[src/rtl/xg_lsu.sv]
// xg_lsu: load/store unit driving a word-only data memory.
// One request in flight at a time. Loads are extracted and extended from the
// addressed memory word. Byte and halfword stores use read-modify-write,
// because the memory only accepts whole-word writes.
module xg_lsu #(
  parameter int XLEN      = 32,
  parameter int ADDR_SIZE = 32
) (
  input  logic                 clk,
  input  logic                 reset,
  // pipeline request
  input  logic                 req_valid,
  output logic                 req_ready,
  input  logic                 req_we,
  input  logic [2:0]           req_funct3,
  input  logic [XLEN-1:0]      req_addr,
  input  logic [XLEN-1:0]      req_wdata,
  input  logic [ADDR_SIZE-1:0] req_pc,
  // pipeline response
  output logic                 resp_valid,
  output logic [XLEN-1:0]      resp_rdata,
  output logic                 resp_err,
  // data memory
  output logic                 mem_we,
  output logic [XLEN-1:0]      mem_a,
  output logic [XLEN-1:0]      mem_wd,
  output logic [ADDR_SIZE-1:0] mem_pc,
  input  logic [XLEN-1:0]      mem_rd
);

  typedef enum logic [2:0] {
    S_IDLE = 3'd0,
    S_LD   = 3'd1,
    S_RD   = 3'd2,
    S_WR   = 3'd3,
    S_RESP = 3'd4
  } state_t;

  // funct3[1:0] encodes the access size for both loads and stores
  localparam logic [1:0] SZ_B = 2'b00;
  localparam logic [1:0] SZ_H = 2'b01;
  localparam logic [1:0] SZ_W = 2'b10;

  state_t                r_state;
  state_t                w_state_nxt;

  logic                  r_we;
  logic [2:0]            r_funct3;
  logic [XLEN-1:0]       r_addr;
  logic [XLEN-1:0]       r_wdata;
  logic [ADDR_SIZE-1:0]  r_pc;
  logic [XLEN-1:0]       r_merge;
  logic [XLEN-1:0]       r_rdata;
  logic                  r_err;

  logic                  w_fire;
  logic                  w_legal;
  logic                  w_misaligned;
  logic                  w_req_err;
  logic [7:0]            w_byte;
  logic [15:0]           w_half;
  logic [XLEN-1:0]       w_load_data;
  logic [XLEN-1:0]       w_store_word;
  logic                  w_idle;

  assign w_idle = (r_state == S_IDLE);
  assign w_fire = req_valid && w_idle;

  // Decode the incoming request: legal funct3 for its direction, natural alignment
  always_comb begin
    // NOTE: every variable gets a default before any branch, so no path can
    // leave it unassigned and infer a latch.
    w_legal      = 1'b0;
    w_misaligned = 1'b0;
    if (req_we) begin
      w_legal = (req_funct3 == {1'b0, SZ_B}) || (req_funct3 == {1'b0, SZ_H}) ||
                (req_funct3 == {1'b0, SZ_W});
    end else begin
      case (req_funct3)
        3'b000, 3'b001, 3'b010, 3'b100, 3'b101: w_legal = 1'b1;
        default:                                w_legal = 1'b0;
      endcase
    end
    case (req_funct3[1:0])
      SZ_H:    w_misaligned = req_addr[0];
      SZ_W:    w_misaligned = |req_addr[1:0];
      default: w_misaligned = 1'b0;
    endcase
  end

  assign w_req_err = !w_legal || w_misaligned;

  // Next-state selection; only IDLE branches, every other state has one successor
  always_comb begin
    w_state_nxt = r_state;
    case (r_state)
      S_IDLE: begin
        if (w_fire) begin
          if (w_req_err)                       w_state_nxt = S_RESP;
          else if (!req_we)                    w_state_nxt = S_LD;
          else if (req_funct3[1:0] == SZ_W)    w_state_nxt = S_WR;
          else                                 w_state_nxt = S_RD;
        end
      end
      S_LD:    w_state_nxt = S_RESP;
      S_RD:    w_state_nxt = S_WR;
      S_WR:    w_state_nxt = S_RESP;
      S_RESP:  w_state_nxt = S_IDLE;
      default: w_state_nxt = S_IDLE;
    endcase
  end

  // Little-endian lane extraction and sign/zero extension of the memory word
  always_comb begin
    w_byte      = mem_rd[{r_addr[1:0], 3'b000} +: 8];
    w_half      = mem_rd[{r_addr[1], 4'b0000} +: 16];
    w_load_data = mem_rd;
    case (r_funct3)
      3'b000:  w_load_data = {{(XLEN-8){w_byte[7]}}, w_byte};
      3'b001:  w_load_data = {{(XLEN-16){w_half[15]}}, w_half};
      3'b100:  w_load_data = {{(XLEN-8){1'b0}}, w_byte};
      3'b101:  w_load_data = {{(XLEN-16){1'b0}}, w_half};
      default: w_load_data = mem_rd;
    endcase
  end

  // Word to write: full store data for sw, otherwise the old word with one lane replaced
  always_comb begin
    w_store_word = r_merge;
    case (r_funct3[1:0])
      SZ_B:    w_store_word[{r_addr[1:0], 3'b000} +: 8] = r_wdata[7:0];
      SZ_H:    w_store_word[{r_addr[1], 4'b0000} +: 16] = r_wdata[15:0];
      default: w_store_word = r_wdata;
    endcase
  end

  // State register
  always_ff @(posedge clk) begin
    // NOTE: sequential state uses non-blocking assignments so every register
    // samples pre-edge values regardless of block ordering.
    if (reset) r_state <= S_IDLE;
    else       r_state <= w_state_nxt;
  end

  // Request capture, read-modify-write buffer and response registers
  always_ff @(posedge clk) begin
    if (reset) begin
      r_we     <= 1'b0;
      r_funct3 <= '0;
      r_addr   <= '0;
      r_wdata  <= '0;
      r_pc     <= '0;
      r_merge  <= '0;
      r_rdata  <= '0;
      r_err    <= 1'b0;
    end else begin
      if (w_fire) begin
        r_we     <= req_we;
        r_funct3 <= req_funct3;
        r_addr   <= req_addr;
        r_wdata  <= req_wdata;
        r_pc     <= req_pc;
      end
      if (r_state == S_RD) r_merge <= mem_rd;
      // Response fields change only on entry to RESP, then hold until the next one
      if (w_state_nxt == S_RESP) begin
        r_rdata <= (r_state == S_LD && !r_we) ? w_load_data : '0;
        r_err   <= (r_state == S_IDLE);
      end
    end
  end

  assign req_ready  = w_idle;
  assign resp_valid = (r_state == S_RESP);
  assign resp_rdata = r_rdata;
  assign resp_err   = r_err;

  // A reset arriving while in WR must block the write in that same cycle
  assign mem_we = (r_state == S_WR) && !reset;
  assign mem_a  = w_idle ? '0 : {r_addr[XLEN-1:2], 2'b00};
  assign mem_pc = w_idle ? '0 : r_pc;
  assign mem_wd = (r_state == S_WR) ? w_store_word : '0;

endmodule

[config.mk]
export PLATFORM = sky130hd
export DESIGN_NAME = xg_lsu
export DESIGN_NICKNAME = d
export VERILOG_FILES = /design/src/rtl/xg_lsu.sv
export SDC_FILE = /design/constraint.sdc
export NUM_CORES = 1
export LEC_CHECK = 0
export ABC_CLOCK_PERIOD_IN_PS = 8200
export BUFFER_PORTS_ARGS = -buffer_cell sky130_fd_sc_hd__buf_2
export CAP_MARGIN = 20
export CORE_MARGIN = 3
export CORE_UTILIZATION = 45
export DETAILED_ROUTE_END_ITERATION = 8
export GPL_TIMING_DRIVEN = 0
export MAX_ROUTING_LAYER = met4
export PLACE_DENSITY = 0.82
export SYNTH_ARGS = -nofsm -noshare
export SYNTH_HDL_FRONTEND = slang
export SYNTH_SLANG_ARGS = --single-unit
[constraint.sdc]
create_clock -name clk -period 8.2 [get_ports clk]
set_input_delay 2.46 -clock clk [delete_from_list [all_inputs] [get_ports clk]]
set_output_delay 2.46 -clock clk [all_outputs]
set_load 0.005 [all_outputs]
==> implementation parameters, run 1 <==
Parameter                              Value

Global route
  Combined global-route utilization of all metal layers ... 28.1%
  Initial antenna violation count ... 4
  Busiest metal layer after global routing ... met2
  Via count of the first global-routing pass ... 7,782
  Wire length of the first global-routing pass ... 39.9 mm
  Pin count of the biggest net entering global routing ... 17
  Met2 demand-to-capacity share in global routing ... 45.9%
  Met3 track utilization from global routing ... 5.81%
  Remaining Overflow, GRT ... 0
  GR Util met1 ... 33.9%

Power
  Switching power as a share of total power ... 28.7%
  Internal power ... 1450 µW
  Worst IR Drop VDD ... 141 µV
  Net Sw Power ... 585 µW
  Cell Pwr Density ... 205 nW/µm²
  Overall power consumption ... 2040 µW
  Leakage Power ... 0.00418 µW
  Part of the power in the clock network ... 39.8%
  Sequential share of power ... 44.0%
  Combinational share of power ... 16.2%

Routing
  Remaining design rule violation count ... 0
  Antenna violation net count after detailed routing ... 0
  Initial DRC Count ... 801
  Number of iterations in the first detailed-routing pass ... 6
  Via/cell ratio ... 5.48
  Total Wirelength ... 26.7 mm
  Final routed wire length divided by cell count ... 17.3 µm
  Via count of the routed design ... 8,464

Timing
  Clock skew after layout ... 0.00928 ns
  Endpoints failing setup ... 0
  Final hold violation count ... 0
  Worst slew margin relative to its limit ... 51.1%
  Least-Margin Pin Slew ... 0.728 ns
  Tmin final ... 6.20 ns
  Setup TNS ... 0 ns
  Unrepaired setup endpoints after global routing ... false
  Fin crit share ... 75.6%
  Maximum clock frequency ... 0.161 GHz
  Final max-slew violation count ... 0

Outcome
  Run status ... finished clean

Clock tree
  Cts repair resizes ... 0
  Clk buf depth ... 2
  Total of hold buffers inserted after clock tree synthesis ... 0
  Cts bufs inserted ... 17
  CTS H-tree lvls ... 4
  Clock Pin Slew Worst Setup and Hold Paths ... 0.06 ns
  CTS sink count ... 168
  Clock tree from TritonCTS ... built
  Setup Buffers After CTS ... 0
  Buffer cell driving the clock tree root ... sky130_fd_sc_hd__clkbuf_16
  Clock latency at the later pin of the worst-skew pair ... 0.43 ns

Worst setup path
  Family with the most delay on the worst path ... buffers and inverters
  CP cell instances ... buf_2 -> clkbuf_1 -> clkbuf_1 -> nor2_1 -> buf_2
  Critical Path RT ... 5.74 ns
  Critical path buffers and inverters ... 4
  Kind of critical path ... input port to primary output
  Critical Path End Type ... primary output
  Largest fanout on the critical path ... 10
  Slowest stage delay, CP ... 0.50 ns
  CP max stage cell ... sky130_fd_sc_hd__clkbuf_1
  Element type at the critical path start ... input port
  Data arrival at the endpoint of the critical path ... 3.74 ns

Floorplan
  Number of placement rows ... 47
  Chip width ... 137 µm
  Die height ... 137 µm
  Core Footprint ... 16,700 µm²
  I/O pin count ... 267
  Total Die Area ... 18,800 µm²
  Initial Utilization ... 46.3%

Synthesis
  Summed instance area of the synthesized netlist ... 7730 µm²
  Number of distinct library cell variants in the gate-level netlist after synthesis ... 50
  Number of synthesized flops with an enable pin ... 0
  Syn avg cell area ... 7.56 µm²
  Share of synthesized flip-flops with an asynchronous set or reset ... 0%
  Synthesis Warnings ... 0
  Cell type with the largest total area after synthesis ... sky130_fd_sc_hd__dfxtp_1
  Share of the yosys chip area belonging to registers ... 43.5%
  Count of mapped cells out of synthesis ... 1,023
  Yosys top cell area share ... 43.5%
  FF+latch count, synth ... 168
  Dominant synthesized flop cell ... sky130_fd_sc_hd__dfxtp_1
  Dominant cells by area after synthesis ... sky130_fd_sc_hd__dfxtp_1 43%, sky130_fd_sc_hd__nand2_1 17%, sky130_fd_sc_hd__a21oi_1 10%, sky130_fd_sc_hd__nor2b_1 5.2%, sky130_fd_sc_hd__clkbuf_1 2.9%

Place
  DPL Wire Length ... 20.3 mm
  RePlAce Congestion ... 0.926
  Number of port buffers ... 264

Finish
  Total Nets Final ... 1,450
  Layout cell share with drive strength beyond 1 ... 25.1%
  Util after Layout ... 59.5%
  Area growth from synthesis to layout ... 28.5%

Min path
  Worst min-delay path category ... flip-flop to flip-flop

Job
  Number of maximum-capacitance constraint violations ... 0
final timing paths:
check,slack (ns),start,end,cells past startpoint
worst max register to register,6.12,r_funct3[1],r_funct3[1],5
worst min register to register,0.44,resp_rdata[8],resp_rdata[8],2
worst min-delay path,0.44,resp_rdata[8],resp_rdata[8],2
worst max-delay path,2.00,reset,mem_we,5
flip-flops by register name, summed over array words and instances (netlist names):
name and flops:
resp_err 1, r_pc 32, r_state 3, r_we 1
r_merge 32, resp_rdata 32, r_funct3 3, r_addr 32
r_wdata 32
Yosys cell counts, types with 2 or more instances:
cell type / instances
sky130_fd_sc_hd__a22o_1: 8
sky130_fd_sc_hd__o211ai_1: 16
sky130_fd_sc_hd__nor3b_1: 2
sky130_fd_sc_hd__buf_2: 18
sky130_fd_sc_hd__inv_1: 16
sky130_fd_sc_hd__nor2b_1: 64
sky130_fd_sc_hd__nand2_1: 341
sky130_fd_sc_hd__dfxtp_1: 168
sky130_fd_sc_hd__a211o_1: 8
sky130_fd_sc_hd__mux2i_1: 14
sky130_fd_sc_hd__buf_4: 2
sky130_fd_sc_hd__nand3_1: 9
sky130_fd_sc_hd__o32ai_1: 7
sky130_fd_sc_hd__a221oi_1: 15
sky130_fd_sc_hd__nand2b_1: 3
sky130_fd_sc_hd__and2_1: 2
sky130_fd_sc_hd__o22ai_1: 8
sky130_fd_sc_hd__o21ai_1: 9
sky130_fd_sc_hd__buf_1: 3
sky130_fd_sc_hd__a21oi_1: 155
sky130_fd_sc_hd__nor2_1: 23
sky130_fd_sc_hd__nor3_1: 10
sky130_fd_sc_hd__a222oi_1: 8
sky130_fd_sc_hd__o21ai_0: 7
sky130_fd_sc_hd__clkbuf_1: 60
sky130_fd_sc_hd__mux2_2: 7
sky130_fd_sc_hd__o21a_1: 2
sky130_fd_sc_hd__a221o_1: 9
sky130_fd_sc_hd__ha_1: 8
power groups by stage:
stage | sequential, µW | clock [µW] | combinational (µW)
floorplan | 903 | 0 | 203
global placement | 912 | 0 | 318
detailed placement | 914 | 0 | 325
CTS | 896 | 815 | 328
global route | 901 | 856 | 364
finish | 897 | 810 | 331
layout by cell type (no fill, tap or decap), types with 3 or more instances in the layout:
cell | Yosys | final
sky130_fd_sc_hd__mux2_2 | 7 | 7
sky130_fd_sc_hd__inv_6 | 0 | 3
sky130_fd_sc_hd__mux2i_1 | 14 | 14
sky130_fd_sc_hd__nor2_1 | 23 | 23
sky130_fd_sc_hd__a221o_1 | 9 | 9
sky130_fd_sc_hd__o22ai_1 | 8 | 8
sky130_fd_sc_hd__o21ai_1 | 9 | 9
sky130_fd_sc_hd__clkbuf_1 | 60 | 61
sky130_fd_sc_hd__o211ai_1 | 16 | 16
sky130_fd_sc_hd__diode_2 | 0 | 4
sky130_fd_sc_hd__clkinvlp_4 | 0 | 3
sky130_fd_sc_hd__buf_1 | 3 | 3
sky130_fd_sc_hd__nand3_1 | 9 | 9
sky130_fd_sc_hd__a222oi_1 | 8 | 8
sky130_fd_sc_hd__a211o_1 | 8 | 8
sky130_fd_sc_hd__ha_1 | 8 | 8
sky130_fd_sc_hd__o32ai_1 | 7 | 7
sky130_fd_sc_hd__a221oi_1 | 15 | 15
sky130_fd_sc_hd__a22o_1 | 8 | 8
sky130_fd_sc_hd__o21ai_0 | 7 | 7
sky130_fd_sc_hd__nor3_1 | 10 | 10
sky130_fd_sc_hd__nand2_1 | 341 | 341
sky130_fd_sc_hd__clkinv_4 | 0 | 3
sky130_fd_sc_hd__a21oi_1 | 155 | 155
sky130_fd_sc_hd__inv_1 | 16 | 16
sky130_fd_sc_hd__buf_2 | 18 | 282
sky130_fd_sc_hd__nand2b_1 | 3 | 3
sky130_fd_sc_hd__clkbuf_16 | 0 | 17
sky130_fd_sc_hd__dfxtp_1 | 168 | 168
sky130_fd_sc_hd__nor2b_1 | 64 | 64
per-layer routing:
metal,share of wire [%],vias to the layer above
met2,48,474
met3,9.1,94
met1,39,3861
li1,-,4035
met5,0,-
met4,3.8,0
logic make-up (layout without fill, tap and decap cells):
| kind of cell | after synthesis | count (layout) | synth area share (%) |
|---|---|---|---|
| AOI/OAI and AO/OA | 259 | 259 | 20.8 |
| adders and majority gates | 8 | 8 | 1.29 |
| buffers and inverters | 100 | 396 | 5.24 |
| DFF | 168 | 168 | 43.5 |
| muxes | 22 | 22 | 3.12 |
| other | 1 | 6 | 0.0485 |
| and+or+nand+nor | 465 | 465 | 26.0 |
tightest hold or removal path, stage by stage, from the launching register on:
cell                      delay (ns)
sky130_fd_sc_hd__dfxtp_1        0.31
sky130_fd_sc_hd__nand2_1        0.05
sky130_fd_sc_hd__o21ai_1        0.05
final cells by class:
| class | count | area [µm²] |
|---|---|---|
| Fill cell | 1561 | 6760 |
| Clock buffer | 20 | 457 |
| Buffer | 83 | 342 |
| Clock inverter | 12 | 140 |
| Tap cell | 220 | 275 |
| Antenna cell | 4 | 10.0 |
| Sequential cell | 168 | 3360 |
| Timing Repair Buffer | 264 | 1320 |
| Inverter | 17 | 63.8 |
| Multi-Input combinational cell | 756 | 3970 |
metrics by stage:
| stage | hold WS, ns | std cells | area [µm²] | setup slack, ns |
|---|---|---|---|---|
| after detailed placement | 0.439 | 1508 | 9340 | 1.97 |
| after global placement | 0.435 | 1508 | 9340 | 1.95 |
| final | 0.444 | 1544 | 9940 | 2.00 |
| after global routing | 0.467 | 1544 | 9940 | 1.87 |
| after CTS | 0.448 | 1540 | 9930 | 1.96 |
| after floorplan | 0.432 | 1024 | 7740 | 2.66 |
(Power assumes the default switching activity.)
==> run 2: changes to the inputs <==
ABC_CLOCK_PERIOD_IN_PS = 5700   (was 8200)
PLACE_DENSITY = 0.85   (was 0.82)
clock period = 5.7 ns   (was 8.2 ns; I/O delays follow)
==> implementation parameters, run 2 (synthesis gave the netlist of run 1 again) <==
Parameter                              Value

Timing
  Final hold violation count ... 0
  Endpoints failing setup ... 0
  Setup TNS ... 0 ns
  Final max-slew violation count ... 0
  Tmin final ... 4.93 ns
  Fin crit share ... 86.4%
  Worst slew margin relative to its limit ... 51.3%
  Unrepaired setup endpoints after global routing ... false
  Maximum clock frequency ... 0.203 GHz
  Hold slack final ... 0.444 ns
  Least-Margin Pin Slew ... 0.725 ns
  Clock skew after layout ... 0.0103 ns

Power
  Worst IR Drop VDD ... 206 µV
  Leakage Power ... 0.00418 µW
  Cell Pwr Density ... 294 nW/µm²

Clock tree
  Clk buf depth ... 2
  Clock tree from TritonCTS ... built
  CTS H-tree lvls ... 4
  Setup Buffers After CTS ... 0
  Buffer cell driving the clock tree root ... sky130_fd_sc_hd__clkbuf_16
  Clock Pin Slew Worst Setup and Hold Paths ... 0.06 ns
  Cts repair resizes ... 0
  CTS sink count ... 168
  Cts bufs inserted ... 17
  Clock latency at the later pin of the worst-skew pair ... 0.43 ns
  Total of hold buffers inserted after clock tree synthesis ... 0

Floorplan
  I/O pin count ... 267
  Die height ... 137 µm
  Number of placement rows ... 47
  Total Die Area ... 18,800 µm²
  Core Footprint ... 16,700 µm²
  Chip width ... 137 µm
  Initial Utilization ... 46.3%

Routing
  Final routed wire length divided by cell count ... 17.1 µm
  Via/cell ratio ... 5.45
  Number of iterations in the first detailed-routing pass ... 6
  Antenna violation net count after detailed routing ... 0
  Via count of the routed design ... 8,409
  Remaining design rule violation count ... 0
  Total Wirelength ... 26.4 mm
  Initial DRC Count ... 766

Finish
  Layout cell share with drive strength beyond 1 ... 24.9%
  Flip-flop and latch area ... 3360 µm²
  Area growth from synthesis to layout ... 28.3%
  Count of filler cells inserted in the layout ... 1,528
  Most common library cell in the layout ignoring fill and taps ... sky130_fd_sc_hd__nand2_1
  Commonest cells after routing, fill and taps aside ... 341 x sky130_fd_sc_hd__nand2_1, 282 x sky130_fd_sc_hd__buf_2, 168 x sky130_fd_sc_hd__dfxtp_1
  Area of the multi-input gates ... 3970 µm²
  Total Nets Final ... 1,450

Global route
  Remaining Overflow, GRT ... 0
  Wire length of the first global-routing pass ... 39.8 mm
  Via count of the first global-routing pass ... 7,851
  Combined global-route utilization of all metal layers ... 28.1%
  Pin count of the biggest net entering global routing ... 17
  Initial antenna violation count ... 2

Worst setup path
  Worst reg2reg startpoint ... r_funct3[1]
  Element type at the critical path start ... flip-flop
  Critical Path RT ... 3.99 ns
  CP max stage cell ... sky130_fd_sc_hd__o41ai_2
  Slowest stage delay, CP ... 0.55 ns
  Critical Path End Type ... primary output
  Critical path buffers and inverters ... 4
  Data arrival at the endpoint of the critical path ... 3.22 ns
  CP cell instances ... buf_2 -> buf_2 -> inv_1 -> ha_1 -> nand2_1 -> o41ai_2 -> a221oi_1 -> nor3_1 -> buf_2
  Family with the most delay on the worst path ... buffers and inverters
  Largest fanout on the critical path ... 10
  Source of the critical timing path ... r_addr[1]
  Most Frequent Cell on Critical Path ... sky130_fd_sc_hd__buf_2
  Kind of critical path ... flip-flop to primary output

Job
  Number of maximum-capacitance constraint violations ... 0

Place
  RePlAce Congestion ... 0.994
  DPL Wire Length ... 20.3 mm
  Number of port buffers ... 264

Min path
  Worst min-delay path category ... flip-flop to flip-flop
  Startpoint of the worst hold path ... resp_rdata[11]

Outcome
  Run status ... finished clean
## run 2: final cells by class
type | instances | area share, %
Multi-Input combinational cell | 756 | 40.0
Sequential cell | 168 | 33.9
Timing Repair Buffer | 264 | 13.3
Clock buffer | 22 | 4.68
Buffer | 83 | 3.44
Tap cell | 220 | 2.77
Clock inverter | 10 | 1.21
Inverter | 17 | 0.643
Antenna cell | 2 | 0.0504
## run 2: layer usage
metal / vias up / GRT usage, % / wire length (µm)
met5: - / - / 0
li1: 4030 / - / -
met2: 466 / 46.7 / 12900
met1: 3834 / 32.6 / 9910
met4: 0 / 11.0 / 897
met3: 79 / 7.06 / 2680
## run 2: worst paths after layout
| check | end | slack (ns) | depth (start not counted) |
|---|---|---|---|
| worst min-delay path | resp_rdata[11] | 0.44 | 2 |
| worst max-delay path | mem_wd[17] | 0.77 | 9 |
| worst min register to register | resp_rdata[11] | 0.44 | 2 |
| worst max register to register | r_funct3[1] | 3.59 | 5 |
## run 2: worst min-delay path: stages (launching register included)
cell and delay (ns):
sky130_fd_sc_hd__dfxtp_1 0.30, sky130_fd_sc_hd__nand2_1 0.05, sky130_fd_sc_hd__o21ai_1 0.05
## run 2: power by group
group / internal (µW) / switching [µW] / total, µW / leakage, µW
combinational: 173 / 299 / 472 / 0.00253
sequential: 1240 / 47.2 / 1290 / 0.00137
clock: 671 / 484 / 1150 / 0.000281
## run 2: metrics by stage
step | util, % | instances | setup WS (ns) | power, µW | area [µm²]
finish | 59.4 | 1542 | 0.773 | 2920 | 9920
global route | 59.4 | 1542 | 0.642 | 3030 | 9920
CTS | 59.4 | 1540 | 0.830 | 2910 | 9920
detailed placement | 55.9 | 1508 | 0.961 | 1780 | 9340
global placement | 55.9 | 1508 | 0.933 | 1770 | 9340
floorplan | - | 1024 | 1.66 | 1590 | 7740
